$ cat src/rtl/regfile_scoreboard_if.sv
// Decode / write-back bundle for the register file and pending-write scoreboard.
// The master side is the pipeline (decode + write-back); the slave is the register file.
interface regfile_scoreboard_if;
    logic        stall;
    logic [4:0]  rs_addr;
    logic [4:0]  rt_addr;
    logic        rs_used;
    logic        rt_used;
    logic [31:0] rs_data;
    logic [31:0] rt_data;
    logic        rs_ready;
    logic        rt_ready;
    logic        issue_valid;
    logic [4:0]  issue_dst;
    logic        hazard;
    logic        wb_we;
    logic [4:0]  wb_addr;
    logic [31:0] wb_data;
    logic [5:0]  busy_count;

    modport master (
        output stall, rs_addr, rt_addr, rs_used, rt_used,
        output issue_valid, issue_dst, wb_we, wb_addr, wb_data,
        input  rs_data, rt_data, rs_ready, rt_ready, hazard, busy_count
    );

    modport slave (
        input  stall, rs_addr, rt_addr, rs_used, rt_used,
        input  issue_valid, issue_dst, wb_we, wb_addr, wb_data,
        output rs_data, rt_data, rs_ready, rt_ready, hazard, busy_count
    );
endinterface

$ cat src/rtl/regfile_scoreboard.sv
// Architectural register file (32 x 32, r0 hardwired to zero) with a
// write-through bypass on both read ports and a one-bit-per-register
// scoreboard of outstanding long-latency producers that drives the
// decode hazard.
module regfile_scoreboard (
    input  logic                 clk,
    input  logic                 rstn,
    regfile_scoreboard_if.slave  bus
);

    // Number of set bits in a 32-bit vector.
    function automatic logic [5:0] popcount32(input logic [31:0] v);
        logic [5:0] c;
        c = 6'd0;
        for (int i = 0; i < 32; i++) begin
            c = c + {5'd0, v[i]};
        end
        return c;
    endfunction

    logic [31:0] regs_r [0:31];
    logic [31:0] busy_r;
    logic [31:0] busy_s;
    logic [5:0]  busy_count_r;

    logic        wb_commit_s;
    logic        rs_bypass_s;
    logic        rt_bypass_s;
    logic        dst_bypass_s;
    logic        rs_ready_s;
    logic        rt_ready_s;
    logic        waw_s;
    logic        hazard_s;
    logic        issue_fire_s;

    // Bypass matches and the write-back commit qualifier (r0 is never written).
    always_comb begin
        wb_commit_s  = bus.wb_we && (bus.wb_addr != 5'd0);
        rs_bypass_s  = bus.wb_we && (bus.wb_addr == bus.rs_addr);
        rt_bypass_s  = bus.wb_we && (bus.wb_addr == bus.rt_addr);
        dst_bypass_s = bus.wb_we && (bus.wb_addr == bus.issue_dst);
    end

    // Operand reads: r0 reads zero, a same-cycle write-back wins over the array.
    always_comb begin
        bus.rs_data = 32'd0;
        bus.rt_data = 32'd0;
        if (bus.rs_addr == 5'd0) begin
            bus.rs_data = 32'd0;
        end else if (rs_bypass_s) begin
            bus.rs_data = bus.wb_data;
        end else begin
            bus.rs_data = regs_r[bus.rs_addr];
        end
        if (bus.rt_addr == 5'd0) begin
            bus.rt_data = 32'd0;
        end else if (rt_bypass_s) begin
            bus.rt_data = bus.wb_data;
        end else begin
            bus.rt_data = regs_r[bus.rt_addr];
        end
    end

    // Operand readiness, WAW check and the resulting decode hazard / issue fire.
    always_comb begin
        rs_ready_s   = (bus.rs_addr == 5'd0) || !busy_r[bus.rs_addr] || rs_bypass_s;
        rt_ready_s   = (bus.rt_addr == 5'd0) || !busy_r[bus.rt_addr] || rt_bypass_s;
        waw_s        = (bus.issue_dst != 5'd0) && busy_r[bus.issue_dst] && !dst_bypass_s;
        hazard_s     = bus.issue_valid &&
                       ((bus.rs_used && !rs_ready_s) ||
                        (bus.rt_used && !rt_ready_s) ||
                        waw_s);
        issue_fire_s = bus.issue_valid && !bus.stall && !hazard_s &&
                       (bus.issue_dst != 5'd0);
        bus.rs_ready = rs_ready_s;
        bus.rt_ready = rt_ready_s;
        bus.hazard   = hazard_s;
    end

    // Next scoreboard state: write-back clears, issue sets, set applied last so it wins.
    always_comb begin
        busy_s = busy_r;
        if (wb_commit_s) begin
            busy_s[bus.wb_addr] = 1'b0;
        end else begin
            busy_s = busy_s;
        end
        if (issue_fire_s) begin
            busy_s[bus.issue_dst] = 1'b1;
        end else begin
            busy_s = busy_s;
        end
        busy_s[0] = 1'b0;
    end

    // Register array: write-back commits regardless of stall or hazard.
    always_ff @(posedge clk or negedge rstn) begin
        if (!rstn) begin
            for (int i = 0; i < 32; i++) begin
                regs_r[i] <= 32'd0;
            end
        end else if (wb_commit_s) begin
            regs_r[bus.wb_addr] <= bus.wb_data;
        end
    end

    // Scoreboard bits and their population count, both updated on the same edge.
    always_ff @(posedge clk or negedge rstn) begin
        if (!rstn) begin
            busy_r       <= 32'd0;
            busy_count_r <= 6'd0;
        end else begin
            busy_r       <= busy_s;
            busy_count_r <= popcount32(busy_s);
        end
    end

    assign bus.busy_count = busy_count_r;

endmodule

$ cat src/flat_wrapper.sv
// flat-port wrapper written by rule: the top's interface ports become plain ports
module regfile_scoreboard_flat 
  (clk, rstn, bus_stall, bus_rs_addr, bus_rt_addr, bus_rs_used, bus_rt_used, bus_issue_valid, bus_issue_dst, bus_wb_we, bus_wb_addr, bus_wb_data, bus_rs_data, bus_rt_data, bus_rs_ready, bus_rt_ready, bus_hazard, bus_busy_count);
  regfile_scoreboard_if bus_i ();
  input  logic clk;
  input  logic rstn;
  input wire logic [$bits(bus_i.stall)-1:0] bus_stall;
  input wire logic [$bits(bus_i.rs_addr)-1:0] bus_rs_addr;
  input wire logic [$bits(bus_i.rt_addr)-1:0] bus_rt_addr;
  input wire logic [$bits(bus_i.rs_used)-1:0] bus_rs_used;
  input wire logic [$bits(bus_i.rt_used)-1:0] bus_rt_used;
  input wire logic [$bits(bus_i.issue_valid)-1:0] bus_issue_valid;
  input wire logic [$bits(bus_i.issue_dst)-1:0] bus_issue_dst;
  input wire logic [$bits(bus_i.wb_we)-1:0] bus_wb_we;
  input wire logic [$bits(bus_i.wb_addr)-1:0] bus_wb_addr;
  input wire logic [$bits(bus_i.wb_data)-1:0] bus_wb_data;
  output wire logic [$bits(bus_i.rs_data)-1:0] bus_rs_data;
  output wire logic [$bits(bus_i.rt_data)-1:0] bus_rt_data;
  output wire logic [$bits(bus_i.rs_ready)-1:0] bus_rs_ready;
  output wire logic [$bits(bus_i.rt_ready)-1:0] bus_rt_ready;
  output wire logic [$bits(bus_i.hazard)-1:0] bus_hazard;
  output wire logic [$bits(bus_i.busy_count)-1:0] bus_busy_count;
  assign bus_i.stall = bus_stall;
  assign bus_i.rs_addr = bus_rs_addr;
  assign bus_i.rt_addr = bus_rt_addr;
  assign bus_i.rs_used = bus_rs_used;
  assign bus_i.rt_used = bus_rt_used;
  assign bus_i.issue_valid = bus_issue_valid;
  assign bus_i.issue_dst = bus_issue_dst;
  assign bus_i.wb_we = bus_wb_we;
  assign bus_i.wb_addr = bus_wb_addr;
  assign bus_i.wb_data = bus_wb_data;
  assign bus_rs_data = bus_i.rs_data;
  assign bus_rt_data = bus_i.rt_data;
  assign bus_rs_ready = bus_i.rs_ready;
  assign bus_rt_ready = bus_i.rt_ready;
  assign bus_hazard = bus_i.hazard;
  assign bus_busy_count = bus_i.busy_count;
  regfile_scoreboard u_core (.clk(clk), .rstn(rstn), .bus(bus_i));
endmodule
$ cat config.mk
export PLATFORM = sky130hd
export DESIGN_NAME = regfile_scoreboard_flat
export DESIGN_NICKNAME = d
export VERILOG_FILES = /design/src/rtl/regfile_scoreboard_if.sv /design/src/rtl/regfile_scoreboard.sv /design/src/flat_wrapper.sv
export SDC_FILE = /design/constraint.sdc
export NUM_CORES = 2
export LEC_CHECK = 0
export CAP_MARGIN = 25
export CORE_AREA = 3 3 461 326
export DETAILED_ROUTE_END_ITERATION = 10
export DIE_AREA = 0 0 464 329
export DONT_BUFFER_PORTS = 1
export PLACE_DENSITY = 0.54
export RECOVER_POWER = 25
export SETUP_SLACK_MARGIN = 0.5
export SLEW_MARGIN = 0
export SYNTH_ARGS = -nofsm -noshare
export SYNTH_HDL_FRONTEND = slang
export SYNTH_SLANG_ARGS = --single-unit
export TNS_END_PERCENT = 20
$ cat constraint.sdc
create_clock -name clk -period 12.4 [get_ports clk]
set_input_delay 0.62 -clock clk [delete_from_list [all_inputs] [get_ports clk]]
set_output_delay 0.62 -clock clk [all_outputs]
set_load 0.01 [all_outputs]
==> results_dict.tcl <==
set metrics [dict create \
    cts_buffer_depth 3 \
    crit_start "rstn" \
    num_io_pins 132 \
    crit_chain "dlygate4sd3_1 -> clkbuf_1" \
    die_area_um2 152700 \
    yosysSeqAreaShare_pct 45.59 \
    root_buffer "clkbuf_16" \
    path_class "primary input to async pin" \
    yosys.area.top_type "dfrtp_1" \
    cts.repair.resized 0 \
    totalWireLength_um 190600 \
    stdcell_area_um2 64280 \
    finalHoldViolations 33 \
    die_height_um 329 \
    vias 35953 \
    pre_cts_slack_ns 4.594 \
    h-tree-depth 3 \
    crit_family "buffers and inverters" \
    yosysTopAreaCellShare_pct 45.59 \
    drc 0 \
    skew_ns 0.03362 \
    final_antenna_net_count 0 \
    hp-class "primary input to async pin" \
    numCtsBuffers 108 \
    setup_violations 0 \
    synth_nets 3943 \
    final_core_util_pct 44.13 \
    core_area_um2 145700 \
    grt_max_degree 303 \
    netlist_instances 3852 \
    drive_gt1_share_pct 49.87 \
    syn_area_per_cell_um2 15.12 \
    netlist_area_um2 58240 \
    setup-tns-final_ns 0 \
    outcome "finished, violations left" \
    min_period_ns 7.610 \
    yosysMostFrequentCell "dfrtp_1" \
    violations "hold timing, capacitance limit, slew limit" \
    synth_commonest_cells "dfrtp_1 (1061), mux2_2 (996), mux4_2 (585), clkbuf_1 (286), mux2i_1 (148)" \
    grt_pass1_vias 36321 \
    crit_path_max_fanout 133 \
    met2_usage_pct 35.97 \
    vdd_ir_drop_max_mv 0.1436 \
    clk_pin_slew_ns 0.06 \
    routabilityCongestion 0.8057 \
    max_stage_delay_ns 5.24 \
    path_buf_inv 2 \
    clock_latency_ns 0.75 \
    antenna_found_initial 5 \
    cp-end-kind "async pin" \
    grt_busiest_layer "met1" \
    synthTopCellsByArea "dfrtp_1 (46%), mux4_2 (23%), mux2_2 (19%)" \
    rsz0062_at_grt "no" \
    cts_tree "built" \
    via_per_inst 6.300 \
    maxCapViolCount 2 \
    required_ns 11.35 \
    dr.pass1.iters 5 \
    synthToLayoutAreaGrowth_pct 10.36 \
    ys_types 59 \
    use_met3_pct 4.895 \
    crit_arrival_ns 6.56 \
    crit_path_start_kind "primary input" \
    async_flop_share_pct 100.0 \
    dpl-instance-area_um2 59570 \
    numPortBuffers 0 \
    overflow 0 \
    r2r-start "u_core.busy_r[23]" \
    avgRoutedWirePerCell_um 33.40 \
    setup_ws_ns 4.790 \
    finalCritPeriodShare_pct 61.37 \
    max_slew_margin_pct -405.1 \
    yosys_register_bits 1061 \
    grt_pass1_wl_um 278000 \
    grt.total_usage_pct 25.04 \
    rows 117 \
    drt-initial-drc-count 3518 \
    die_w_um 464 \
    start_util_pct 39.99 \
    crit_slowest_cell "clkbuf_1" \
    final_nets 3742 \
    leakage_nw 27.13 \
    holdBufCountCts 78 \
    slew_viol_final 416 \
    synth_edf_count 0 \
    hpwl_um 91080 \
    yosysWarnings 0 \
    use_met1_pct 39.13 \
    whs_ns -0.1560 \
    powerDensity_nw_per_um2 165.8 \
    max_freq_mhz 131.4 \
    worst_pin_slew_ns 7.576 \
    ys.flop_type "dfrtp_1" \
    cts.sinks 1061 \
    postCtsSetupBuffers 0 \
]
-- report_power, final --
group          internal [mW]  switching [mW]
combinational           1.47           0.950
clock                   2.12            1.51
sequential              4.13           0.481
total                   7.72            2.94
-- logic make-up after synthesis --
| family | count (synthesis) | synth area share, % |
|---|---|---|
| flops | 1061 | 45.59 |
| buf+inv | 472 | 3.403 |
| compound gates | 250 | 3.038 |
| xor+xnor | 18 | 0.2707 |
| mux | 1729 | 44.42 |
| simple gates | 290 | 2.297 |
| fa+ha+maj | 32 | 0.9839 |
-- path summary, 6_finish.rpt --
| check | slack, ns | to | cells past startpoint |
|---|---|---|---|
| worst max-delay path | 4.79 | u_core.regs_r[384] | 2 |
| worst min-delay path | -0.16 | u_core.regs_r[737] | 1 |
| worst max register to register | 5.24 | u_core.bus.busy_count[4] | 23 |
| worst min register to register | 0.40 | u_core.regs_r[1018] | 0 |
| max in group clk | 5.24 | u_core.bus.busy_count[4] | 23 |
| min in group clk | 0.05 | u_core.regs_r[272] | 1 |
-- per-stage QoR --
| step | total power [mW] | std cells | hold slack [ns] |
|---|---|---|---|
| floorplan | 6.519 | 3852 | 0.3244 |
| global placement | 6.966 | 5421 | 0.3417 |
| detailed placement | 7.021 | 5423 | 0.3411 |
| CTS | 10.74 | 5702 | 0.00003075 |
| global route | 11.20 | 5705 | 0.001105 |
| finish | 10.65 | 5707 | -0.1560 |
-- cell type report --
class	count	area, um2
antenna	2	5.005
clock inverter	46	689.4
clock buffer	155	3211
fill	12922	81380
sequential	1061	26550
multi-input combinational	2319	29990
inverter	35	138.9
timing repair buffer	126	1237
tap	1963	2456
-- cells in the final DEF (no fill, tap or decap), drive strengths merged, types with 10 or more instances in the layout --
master	n
dfrtp	1061
mux2	996
mux4	585
clkbuf	157
mux2i	148
nand2	132
dlygate4sd3	78
nor2	66
o21ai	59
buf	46
a211oi	40
a221oi	39
inv	38
a21oi	28
clkinv	24
fa	23
o211ai	19
a22oi	18
nand3	18
and3	15
bufinv	15
o21a	11
nor2b	10
-- registers in the layout, indices dropped and copies added (netlist names) --
| signal | flops |
|---|---|
| u_core.regs_r | 1024 |
| u_core.bus.busy_count | 6 |
| u_core.busy_r | 31 |
-- routing by layer --
layer	routed length, um	share of wire, %
met1	91760	48
met2	82270	43
met3	12420	6.5
met4	4180	2.2
met5	12	0.0063
Note: power is estimated with default switching activity, not from simulation.
